**config.mk**
```make
export PLATFORM = sky130hd
export DESIGN_NAME = fetch_stage_flat
export DESIGN_NICKNAME = d
export VERILOG_FILES = /design/src/rtl/mips_pkg.sv /design/src/rtl/fetch_stage_if.sv /design/src/rtl/if_id_reg.sv /design/src/rtl/fetch_stage.sv /design/src/flat_wrapper.sv
export SDC_FILE = /design/constraint.sdc
export NUM_CORES = 1
export LEC_CHECK = 0
export CAP_MARGIN = 30
export CORE_MARGIN = 2
export CORE_UTILIZATION = 49
export CTS_CLUSTER_DIAMETER = 80
export CTS_CLUSTER_SIZE = 40
export DETAILED_ROUTE_END_ITERATION = 7
export GPL_ROUTABILITY_DRIVEN = 1
export PLACE_DENSITY_LB_ADDON = 0.1
export SLEW_MARGIN = 5
export SYNTH_ARGS = -nofsm -noshare
export SYNTH_HDL_FRONTEND = slang
export SYNTH_SLANG_ARGS = --single-unit
```
**constraint.sdc**
```tcl
create_clock -name clk -period 2.21 [get_ports clk]
set_clock_uncertainty 0.1 [all_clocks]
set_input_delay 0.442 -clock clk [delete_from_list [all_inputs] [get_ports clk]]
set_output_delay 0.442 -clock clk [all_outputs]
set_load 0.005 [all_outputs]
```
**src/rtl/mips_pkg.sv**
```systemverilog
`default_nettype none
// ============================================================================
// Module : mips_pkg
// Brief  : Shared constants, opcodes and fetch FSM state type for the MIPS core.
// Rev    : 1.0
// ============================================================================
package mips_pkg;

    localparam int XLEN     = 32;
    localparam int OPCODE_W = 6;

    localparam logic [OPCODE_W-1:0] OP_RTYPE = 6'b000000;
    localparam logic [OPCODE_W-1:0] OP_LW    = 6'b100011;
    localparam logic [OPCODE_W-1:0] OP_SW    = 6'b101011;
    localparam logic [OPCODE_W-1:0] OP_BEQ   = 6'b000100;
    localparam logic [OPCODE_W-1:0] OP_ADDI  = 6'b001000;
    localparam logic [OPCODE_W-1:0] OP_J     = 6'b000010;
    localparam logic [OPCODE_W-1:0] OP_JAL   = 6'b000011;

    typedef enum logic [0:0] {
        FETCH = 1'b0,
        HELD  = 1'b1
    } fetch_state_t;

    // Pseudo-direct jump target: upper nibble of PC+4, 26-bit index, word aligned.
    function automatic logic [31:0] jump_addr(input logic [31:0] pc4, input logic [31:0] instr);
        return {pc4[31:28], instr[25:0], 2'b00};
    endfunction

endpackage
`default_nettype wire

```
**src/rtl/fetch_stage_if.sv**
```systemverilog
`default_nettype none
// ============================================================================
// Module : fetch_stage_if
// Brief  : Instruction-memory, hazard/redirect and IF/ID signals of the fetch stage.
// Rev    : 1.0
// ============================================================================
interface fetch_stage_if #(
    parameter int XLEN = 32
);
    logic                          imem_req;
    logic [XLEN-1:0]               imem_addr;
    logic                          imem_ready;
    logic [XLEN-1:0]               imem_rdata;
    logic                          stall;
    logic                          flush;
    logic                          branch_taken;
    logic [XLEN-1:0]               branch_target;
    logic                          jump;
    logic                          if_id_valid;
    logic [XLEN-1:0]               if_id_instr;
    logic [XLEN-1:0]               if_id_pc4;
    logic [mips_pkg::OPCODE_W-1:0] opcode;

    modport master (
        output imem_req, imem_addr, if_id_valid, if_id_instr, if_id_pc4, opcode,
        input  imem_ready, imem_rdata, stall, flush, branch_taken, branch_target, jump
    );

    modport slave (
        input  imem_req, imem_addr, if_id_valid, if_id_instr, if_id_pc4, opcode,
        output imem_ready, imem_rdata, stall, flush, branch_taken, branch_target, jump
    );

endinterface
`default_nettype wire

```
**src/rtl/if_id_reg.sv**
```systemverilog
`default_nettype none
// ============================================================================
// Module : if_id_reg
// Brief  : IF/ID pipeline register; clear beats load, hold suppresses load.
// Rev    : 1.0
// ============================================================================
module if_id_reg #(
    parameter int XLEN = 32
) (
    input  logic            clk,
    input  logic            rst_n,
    input  logic            load_i,
    input  logic            hold_i,
    input  logic            clear_i,
    input  logic [XLEN-1:0] instr_i,
    input  logic [XLEN-1:0] pc4_i,
    output logic            valid_o,
    output logic [XLEN-1:0] instr_o,
    output logic [XLEN-1:0] pc4_o
);
    logic            valid_q;
    logic [XLEN-1:0] instr_q;
    logic [XLEN-1:0] pc4_q;

    // Clear only kills the valid bit; the stale word stays readable for jump decode.
    always_ff @(posedge clk) begin
        if (!rst_n) begin
            valid_q <= 1'b0;
            instr_q <= '0;
            pc4_q   <= '0;
        end else if (clear_i) begin
            valid_q <= 1'b0;
        end else if (load_i && !hold_i) begin
            valid_q <= 1'b1;
            instr_q <= instr_i;
            pc4_q   <= pc4_i;
        end
    end

    assign valid_o = valid_q;
    assign instr_o = instr_q;
    assign pc4_o   = pc4_q;

endmodule
`default_nettype wire

```
**src/rtl/fetch_stage.sv**
```systemverilog
`default_nettype none
// ============================================================================
// Module : fetch_stage
// Brief  : PC/fetch FSM with stall buffer and redirects; FETCH_PERF_CNT_EN adds counters.
// Rev    : 1.0
// ============================================================================
module fetch_stage #(
    parameter int              XLEN     = 32,
    parameter logic [XLEN-1:0] RESET_PC = '0
) (
    input  logic          clk,
    input  logic          rst_n,
    fetch_stage_if.master bus
`ifdef FETCH_PERF_CNT_EN
    ,
    output logic [31:0]   perf_fetched,
    output logic [31:0]   perf_bubbles
`endif
);
    import mips_pkg::*;

    fetch_state_t    state_q, state_d;
    logic [XLEN-1:0] pc_q, pc_d;
    logic [XLEN-1:0] buf_q, buf_d;
    logic [XLEN-1:0] pc_plus4;
    logic [XLEN-1:0] jump_target;
    logic            redirect;
    logic            ifid_load;
    logic            ifid_clear;
    logic [XLEN-1:0] ifid_instr_d;
    logic            if_id_valid;
    logic [XLEN-1:0] if_id_instr;
    logic [XLEN-1:0] if_id_pc4;

    assign pc_plus4    = pc_q + {{(XLEN-3){1'b0}}, 3'd4};
    assign jump_target = jump_addr(if_id_pc4, if_id_instr);
    assign redirect    = bus.branch_taken | bus.jump;

    always_ff @(posedge clk) begin
        if (!rst_n) begin
            state_q <= FETCH;
            pc_q    <= RESET_PC;
            buf_q   <= '0;
        end else begin
            state_q <= state_d;
            pc_q    <= pc_d;
            buf_q   <= buf_d;
        end
    end

    always_comb begin
        state_d      = state_q;
        pc_d         = pc_q;
        buf_d        = buf_q;
        ifid_load    = 1'b0;
        ifid_clear   = bus.flush;
        ifid_instr_d = bus.imem_rdata;
        // Redirects win over stall; any word in flight or buffered is dropped.
        if (redirect) begin
            ifid_clear = 1'b1;
            buf_d      = '0;
            state_d    = FETCH;
            pc_d       = bus.branch_taken ? bus.branch_target : jump_target;
        end else begin
            unique case (state_q)
                FETCH: begin
                    if (bus.imem_ready) begin
                        if (bus.stall) begin
                            buf_d   = bus.imem_rdata;
                            state_d = HELD;
                        end else begin
                            ifid_load = ~bus.flush;
                            pc_d      = pc_plus4;
                        end
                    end
                end
                HELD: begin
                    if (!bus.stall) begin
                        ifid_load    = ~bus.flush;
                        ifid_instr_d = buf_q;
                        pc_d         = pc_plus4;
                        state_d      = FETCH;
                    end
                end
                default: state_d = FETCH;
            endcase
        end
    end

    if_id_reg #(
        .XLEN (XLEN)
    ) u_if_id_reg (
        .clk     (clk),
        .rst_n   (rst_n),
        .load_i  (ifid_load),
        .hold_i  (bus.stall),
        .clear_i (ifid_clear),
        .instr_i (ifid_instr_d),
        .pc4_i   (pc_plus4),
        .valid_o (if_id_valid),
        .instr_o (if_id_instr),
        .pc4_o   (if_id_pc4)
    );

    assign bus.imem_req    = (state_q == FETCH);
    assign bus.imem_addr   = pc_q;
    assign bus.if_id_valid = if_id_valid;
    assign bus.if_id_instr = if_id_instr;
    assign bus.if_id_pc4   = if_id_pc4;
    assign bus.opcode      = if_id_instr[XLEN-1 -: OPCODE_W];

`ifdef FETCH_PERF_CNT_EN
    logic [31:0] fetched_q;
    logic [31:0] bubbles_q;

    always_ff @(posedge clk) begin
        if (!rst_n) begin
            fetched_q <= '0;
            bubbles_q <= '0;
        end else begin
            fetched_q <= fetched_q + {31'd0, ifid_load};
            bubbles_q <= bubbles_q + {31'd0, ~if_id_valid};
        end
    end

    assign perf_fetched = fetched_q;
    assign perf_bubbles = bubbles_q;
`endif

endmodule
`default_nettype wire

```
**src/flat_wrapper.sv**
```systemverilog
// flat-port wrapper written by rule: the top's interface ports become plain ports
module fetch_stage_flat import mips_pkg::*;
#(
    parameter int              XLEN     = 32,
    parameter logic [XLEN-1:0] RESET_PC = '0
)
  (clk, rst_n, bus_imem_req, bus_imem_addr, bus_if_id_valid, bus_if_id_instr, bus_if_id_pc4, bus_opcode, bus_imem_ready, bus_imem_rdata, bus_stall, bus_flush, bus_branch_taken, bus_branch_target, bus_jump);
  fetch_stage_if #(.XLEN(XLEN)) bus_i ();
  input  logic clk;
  input  logic rst_n;
  output wire logic [$bits(bus_i.imem_req)-1:0] bus_imem_req;
  output wire logic [$bits(bus_i.imem_addr)-1:0] bus_imem_addr;
  output wire logic [$bits(bus_i.if_id_valid)-1:0] bus_if_id_valid;
  output wire logic [$bits(bus_i.if_id_instr)-1:0] bus_if_id_instr;
  output wire logic [$bits(bus_i.if_id_pc4)-1:0] bus_if_id_pc4;
  output wire logic [$bits(bus_i.opcode)-1:0] bus_opcode;
  input wire logic [$bits(bus_i.imem_ready)-1:0] bus_imem_ready;
  input wire logic [$bits(bus_i.imem_rdata)-1:0] bus_imem_rdata;
  input wire logic [$bits(bus_i.stall)-1:0] bus_stall;
  input wire logic [$bits(bus_i.flush)-1:0] bus_flush;
  input wire logic [$bits(bus_i.branch_taken)-1:0] bus_branch_taken;
  input wire logic [$bits(bus_i.branch_target)-1:0] bus_branch_target;
  input wire logic [$bits(bus_i.jump)-1:0] bus_jump;
  assign bus_imem_req = bus_i.imem_req;
  assign bus_imem_addr = bus_i.imem_addr;
  assign bus_if_id_valid = bus_i.if_id_valid;
  assign bus_if_id_instr = bus_i.if_id_instr;
  assign bus_if_id_pc4 = bus_i.if_id_pc4;
  assign bus_opcode = bus_i.opcode;
  assign bus_i.imem_ready = bus_imem_ready;
  assign bus_i.imem_rdata = bus_imem_rdata;
  assign bus_i.stall = bus_stall;
  assign bus_i.flush = bus_flush;
  assign bus_i.branch_taken = bus_branch_taken;
  assign bus_i.branch_target = bus_branch_target;
  assign bus_i.jump = bus_jump;
  fetch_stage #(.XLEN(XLEN), .RESET_PC(RESET_PC)) u_core (.clk(clk), .rst_n(rst_n), .bus(bus_i));
endmodule
```
# Word level (Yosys, flattened, before mapping)
# Cells that the tools add are included.
[word_totals] rom_bits=0 memories=0 reg_bits=130 latch_bits=0 ramBits=0 elab_cells=35
[classes] eq_ne=1 addsub=1 bitwise=5 mul=0 magnitude_cmp=0 div=0 n_mux=16 n_shift=0 n_reduce_logical=6
[op_table] operator="$mux 32" count=7
[op_table] operator="$pmux 32 s2" count=1
[op_table] operator="$add 32x3->32 const B" count=1
[op_table] operator="$mux 1" count=6
[op_table] operator="$not 1->1" count=4
[op_table] operator="$pmux 1 s2" count=2
[op_table] operator="$reduce_and 2->1" count=2
[op_table] operator="$reduce_or 2->1" count=2
[op_table] operator="$ne 3x1->1 const B" count=1
[op_table] operator="$logic_and 1x1->1" count=1
[op_table] operator="$logic_not 1->1" count=1
[op_table] operator="$or 1x1->1" count=1

# Longest topological paths before layout
[depth] word_depth=7 mapped_depth=7 mapped_depth_nobuf=6

# Hierarchy
# From an unflattened synthesis, not the netlist that was laid out.
[hier_totals] cells_unflattened=812 area_unflattened_um2=6749.0
[by_module_without_submodules] module="fetch_stage" area_per_inst_um2=4091.4 n_inst=1 cells_each=530
[by_module_without_submodules] module="if_id_reg" area_per_inst_um2=2657.5 n_inst=1 cells_each=282

# Least setup slack after synthesis
# OpenSTA, ideal clock, no wires.
[synth_path] path_kind="reg-to-reg" from="register u_core.pc_q[2] (netlist: u_core.bus.imem_addr[2])" to="register u_core.u_if_id_reg.pc4_q[28] (netlist: u_core.u_if_id_reg.pc4_o[28])" setup_ns=0.122 slack_ns=0.303 t_arrival_ns=1.686 period_less_slack_ns=1.907 path_stages_with_launch=8 path_cell_list="dfxtp_1 -> ha_1 -> nand3_1 -> nor4_4 -> buf_6 -> nand4_1 -> xor2_1 -> a21oi_2"
[synth_between] elab_chain_cells=1
[synth_lines] item="from (decl)" line="fetch_stage.sv:23" rtl="logic [XLEN-1:0] pc_q, pc_d;"
[synth_lines] item="from (signal assigned)" line="fetch_stage.sv:46" rtl="pc_q <= pc_d;"
[synth_lines] item="$add 32x3->32" line="fetch_stage.sv:35" rtl="assign pc_plus4 = pc_q + {{(XLEN-3){1'b0}}, 3'd4};"
[synth_lines] item="to (signal assigned)" line="if_id_reg.sv:36" rtl="pc4_q <= pc4_i;"
[synth_lines] item="to (decl)" line="if_id_reg.sv:23" rtl="logic [XLEN-1:0] pc4_q;"
# No other way between the ends.
# A chain may end at the register's enable or synchronous reset.

# Worst setup path after layout
[layout_path] from="input bus_stall" to="register u_core.pc_q[28] (netlist: u_core.bus.imem_addr[28])"
[layout_between] elab_chain_cells=4
[layout_lines] item="from (decl)" line="flat_wrapper.sv:19" rtl="input wire logic [$bits(bus_i.stall)-1:0] bus_stall;"
[layout_lines] item="$mux 32 (*)"
[layout_lines] item="$mux 32"
[layout_lines] item="$pmux 32 s2 (*)"
[layout_lines] item="$mux 32 (*)"
# Every way passes the cells marked *; elsewhere a longest branch is shown, timed or not. The select of a mux whose other input is x is not followed.

==> results_dict.tcl <==
set metrics [dict create \
    via_count 6575 \
    slowest_delay_ns 0.57 \
    yosys_warnings 0 \
    combPwrFrac_pct 13.1 \
    ff2ff_path_depth 6 \
    clock_power_share_pct 46.6 \
    synth_top_family_by_area "compound AO/OA/AOI/OAI gates" \
    cts_tree "built" \
    arrival_ns 2.27 \
    crit_chain "clkdlybuf4s50_1 > o21bai_1 > buf_4 > nor2_1 > a211oi_1 > nor3_1 > a211o_1" \
    insertion_delay_ns 0.43 \
    cts_root_buffer "clkbuf_16" \
    worstPathRequired_ns 2.42 \
    hold_path_startpoint "u_core.buf_q[6]" \
    coreArea_sq_um 12700 \
    synthToLayoutAreaGrowth_pct 45.0 \
    ir_worst_vdd_mv 0.557 \
    path_clk_slew_ns 0.06 \
    ys_seq_elements 130 \
    die-area_sq_um 14000 \
    outcome "completed" \
    final_core_util_pct 73.3 \
    crit_buf_inv 2 \
    drive_gt1_share_pct 12.0 \
    die-width_um 119 \
    finalHoldViolCount 0 \
    port_buffers 174 \
    leakagePower_uw 0.00390 \
    synthMostInstantiatedCell "nand2_1" \
    avgSynthCellArea_sq_um 8.31 \
    max_freq_mhz 484 \
    dpl.hpwl_mm 14.9 \
    stdcell_count 1152 \
    yosys.area.top_type_share_pct 40.5 \
    post_drt_wl_per_cell_um 18.1 \
    synthCells 773 \
    synthFlopType "dfxtp_1" \
    syn_area_sq_um 6430 \
    initial_core_util_pct 50.5 \
    rr_startpoint "u_core.bus.imem_addr[5]" \
    synthXorXnorAreaFrac_pct 4.63 \
    crit_family "compound AO/OA/AOI/OAI gates" \
    postCtsHoldBufs 0 \
    clockBufferDepth 2 \
    die_h_um 119 \
    cap_violations 0 \
    slowest_stage "clkdlybuf4s50_1" \
    setup_viol 0 \
    viasPerCell 5.71 \
    maxSlewViolCount 0 \
    yosys.area_share.adder_pct 0.195 \
    ant_nets 0 \
    dr.pass1.iters 5 \
    start_kind "input port" \
    synth_cell_types 59 \
    async_reset_ff_share_pct 0 \
    synth_nets 845 \
    dr.first_iter.drc_count 668 \
    grt_pass1_wl_mm 33.1 \
    switchingPower_uw 1620 \
    max_slew_margin_pct 64.3 \
    fp-row-count 41 \
    overflow 0 \
    htreeDepth 4 \
    track_usage_pct 29.5 \
    min_path_type "flip-flop to flip-flop" \
    grt_max_degree 52 \
    endpoint_kind "flip-flop" \
    period_minus_slack_ns 2.07 \
    gp_congestion 0.907 \
    critical_path.reg2reg.endpoint "u_core.bus.imem_addr[19]" \
    wl_mm 20.8 \
    ys_seq_area_share_pct 40.5 \
    ioPinCount 175 \
    yosys-top-cells-count "157 x nand2_1, 130 x dfxtp_1, 72 x a21oi_1" \
    synthDominantAreaCellType "dfxtp_1" \
    nets 1038 \
    crit_type "input port to flip-flop" \
    hold_path_depth 2 \
    crit_fanout 7 \
    fillers 984 \
    cts-buffers-inserted 17 \
    synth_mux_area_share_pct 6.07 \
    min_to "u_core.buf_q[6]" \
    startpoint "bus_stall" \
    clock-sinks 130 \
    yosys.area_share.simple_pct 20.4 \
    dp.cells 1117 \
    synth_compound_area_share_pct 22.4 \
    worst-slew-pin-transition_ns 0.535 \
    pwr-share-seq_pct 40.3 \
    r2r_slack_ns 0.15 \
    netSwitchingFraction_pct 26.1 \
    p_per_area_nw_per_um2 664 \
    grt_antenna_before_repair 1 \
    regArea_sq_um 2600 \
    multi_input_area_sq_um 3470 \
    synth_edf_count 0 \
    grt_pass1_vias 6348 \
    p_int_uw 4580 \
    synth_area_leaders "dfxtp_1 40%, nand2_1 9.2%, o211a_1 6.7%" \
    drc 0 \
    finalCritPeriodShare_pct 93.5 \
]
worst reg2reg max path, cell delays in order (launching register included):
cell     delay [ns]
dfxtp_1        0.42
nand4_1        0.29
nor4_4         0.37
buf_4          0.24
nor2b_1        0.27
o31a_1         0.18
o22ai_1        0.08
per-stage QoR:
step | TNS (ns) | power, uW | hold WS, ns | area, sq um | worst slack, ns
CTS | 0 | 6190 | 0.357 | 9290 | 0.132
finish | 0 | 6190 | 0.356 | 9320 | 0.143
detailed placement | -5.17 | 3340 | 0.347 | 8690 | -0.141
global placement | -1.75 | 3320 | 0.341 | 8690 | -0.0713
floorplan | 0 | 2880 | 0.336 | 6430 | 0.303
global route | -0.00164 | 6390 | 0.371 | 9320 | -0.00164
cell families after synthesis:
| family | count (synthesis) |
|---|---|
| flops | 130 |
| simple gates | 275 |
| xor+xnor | 34 |
| mux | 39 |
| fa+ha+maj | 1 |
| compound gates | 214 |
| buf+inv | 80 |
worst max path at each step:
stage | cells past startpoint | end | slack (ns)
floorplan | 7 | u_core.u_if_id_reg.pc4_o[28] | 0.30
global placement | 7 | u_core.u_if_id_reg.instr_o[6] | -0.07
detailed placement | 7 | u_core.u_if_id_reg.instr_o[9] | -0.14
CTS | 6 | u_core.bus.imem_addr[19] | 0.13
global route | 6 | u_core.bus.imem_addr[19] | -0.002
finish | 7 | u_core.bus.imem_addr[28] | 0.14
final cells by class:
| cell class | instances | area share (%) |
|---|---|---|
| inverters | 12 | 0.483 |
| flip-flops and latches | 130 | 27.9 |
| diodes | 1 | 0.0268 |
| clock buffers | 18 | 4.71 |
| clock inverters | 14 | 1.77 |
| well taps | 172 | 2.31 |
| multi-input cells | 563 | 37.3 |
| repair buffers | 242 | 25.5 |
state kept, by name, summed over array words and instances, names as in the netlist:
register and count:
u_core.buf_q 32, u_core.bus.imem_addr 32, u_core.state_q 1, u_core.u_if_id_reg.instr_o 32, u_core.u_if_id_reg.pc4_o 32, u_core.u_if_id_reg.valid_o 1
cells in the final DEF (no fill, tap or decap), types with 3 or more instances in the layout:
| cell | n |
|---|---|
| o31a_1 | 4 |
| a211oi_1 | 8 |
| buf_12 | 11 |
| inv_6 | 6 |
| clkdlybuf4s50_1 | 172 |
| inv_1 | 12 |
| o211a_1 | 43 |
| nor2_1 | 26 |
| a21oi_1 | 72 |
| a21boi_0 | 8 |
| nand3_1 | 16 |
| nor3_1 | 13 |
| and3_1 | 10 |
| o21ai_0 | 45 |
| nor4_1 | 3 |
| o21a_1 | 3 |
| nand2_1 | 157 |
| xor2_1 | 19 |
| nor3b_1 | 4 |
| clkbuf_16 | 17 |
| and2_1 | 4 |
| nor2b_1 | 5 |
| a31oi_1 | 6 |
| dfxtp_1 | 130 |
| nor4_4 | 3 |
| buf_4 | 57 |
| mux2i_1 | 39 |
| nand2b_1 | 10 |
| o22ai_1 | 5 |
| xnor2_1 | 15 |
| nand4_1 | 11 |
| or3_1 | 3 |
| clkinv_4 | 3 |
layer usage:
layer | vias up | track usage (%) | share of wire [%]
li1 | 3112 | - | -
met4 | 0 | 10.3 | 2.4
met3 | 42 | 6.23 | 6.8
met1 | 3129 | 37.7 | 42
met5 | - | 0 | 0
met2 | 292 | 49.2 | 48
power by group through the flow:
| stage | clock [uW] | combinational, uW | sequential, uW |
|---|---|---|---|
| after floorplan | 0 | 339 | 2540 |
| after global placement | 0 | 777 | 2540 |
| after detailed placement | 0 | 796 | 2550 |
| after CTS | 2890 | 803 | 2500 |
| after global routing | 3010 | 875 | 2510 |
| final | 2880 | 811 | 2500 |
repair_timing:
| action | 4_1_cts | 5_1_grt |
|---|---|---|
| gates resized for setup | 0 | 2 |
| endpoints found under the setup margin | 0 | 2 |
| endpoints found under the hold margin | 0 | 0 |
| buffers inserted | 0 | 2 |
No activity file was read; power rests on OpenSTA's default activity.
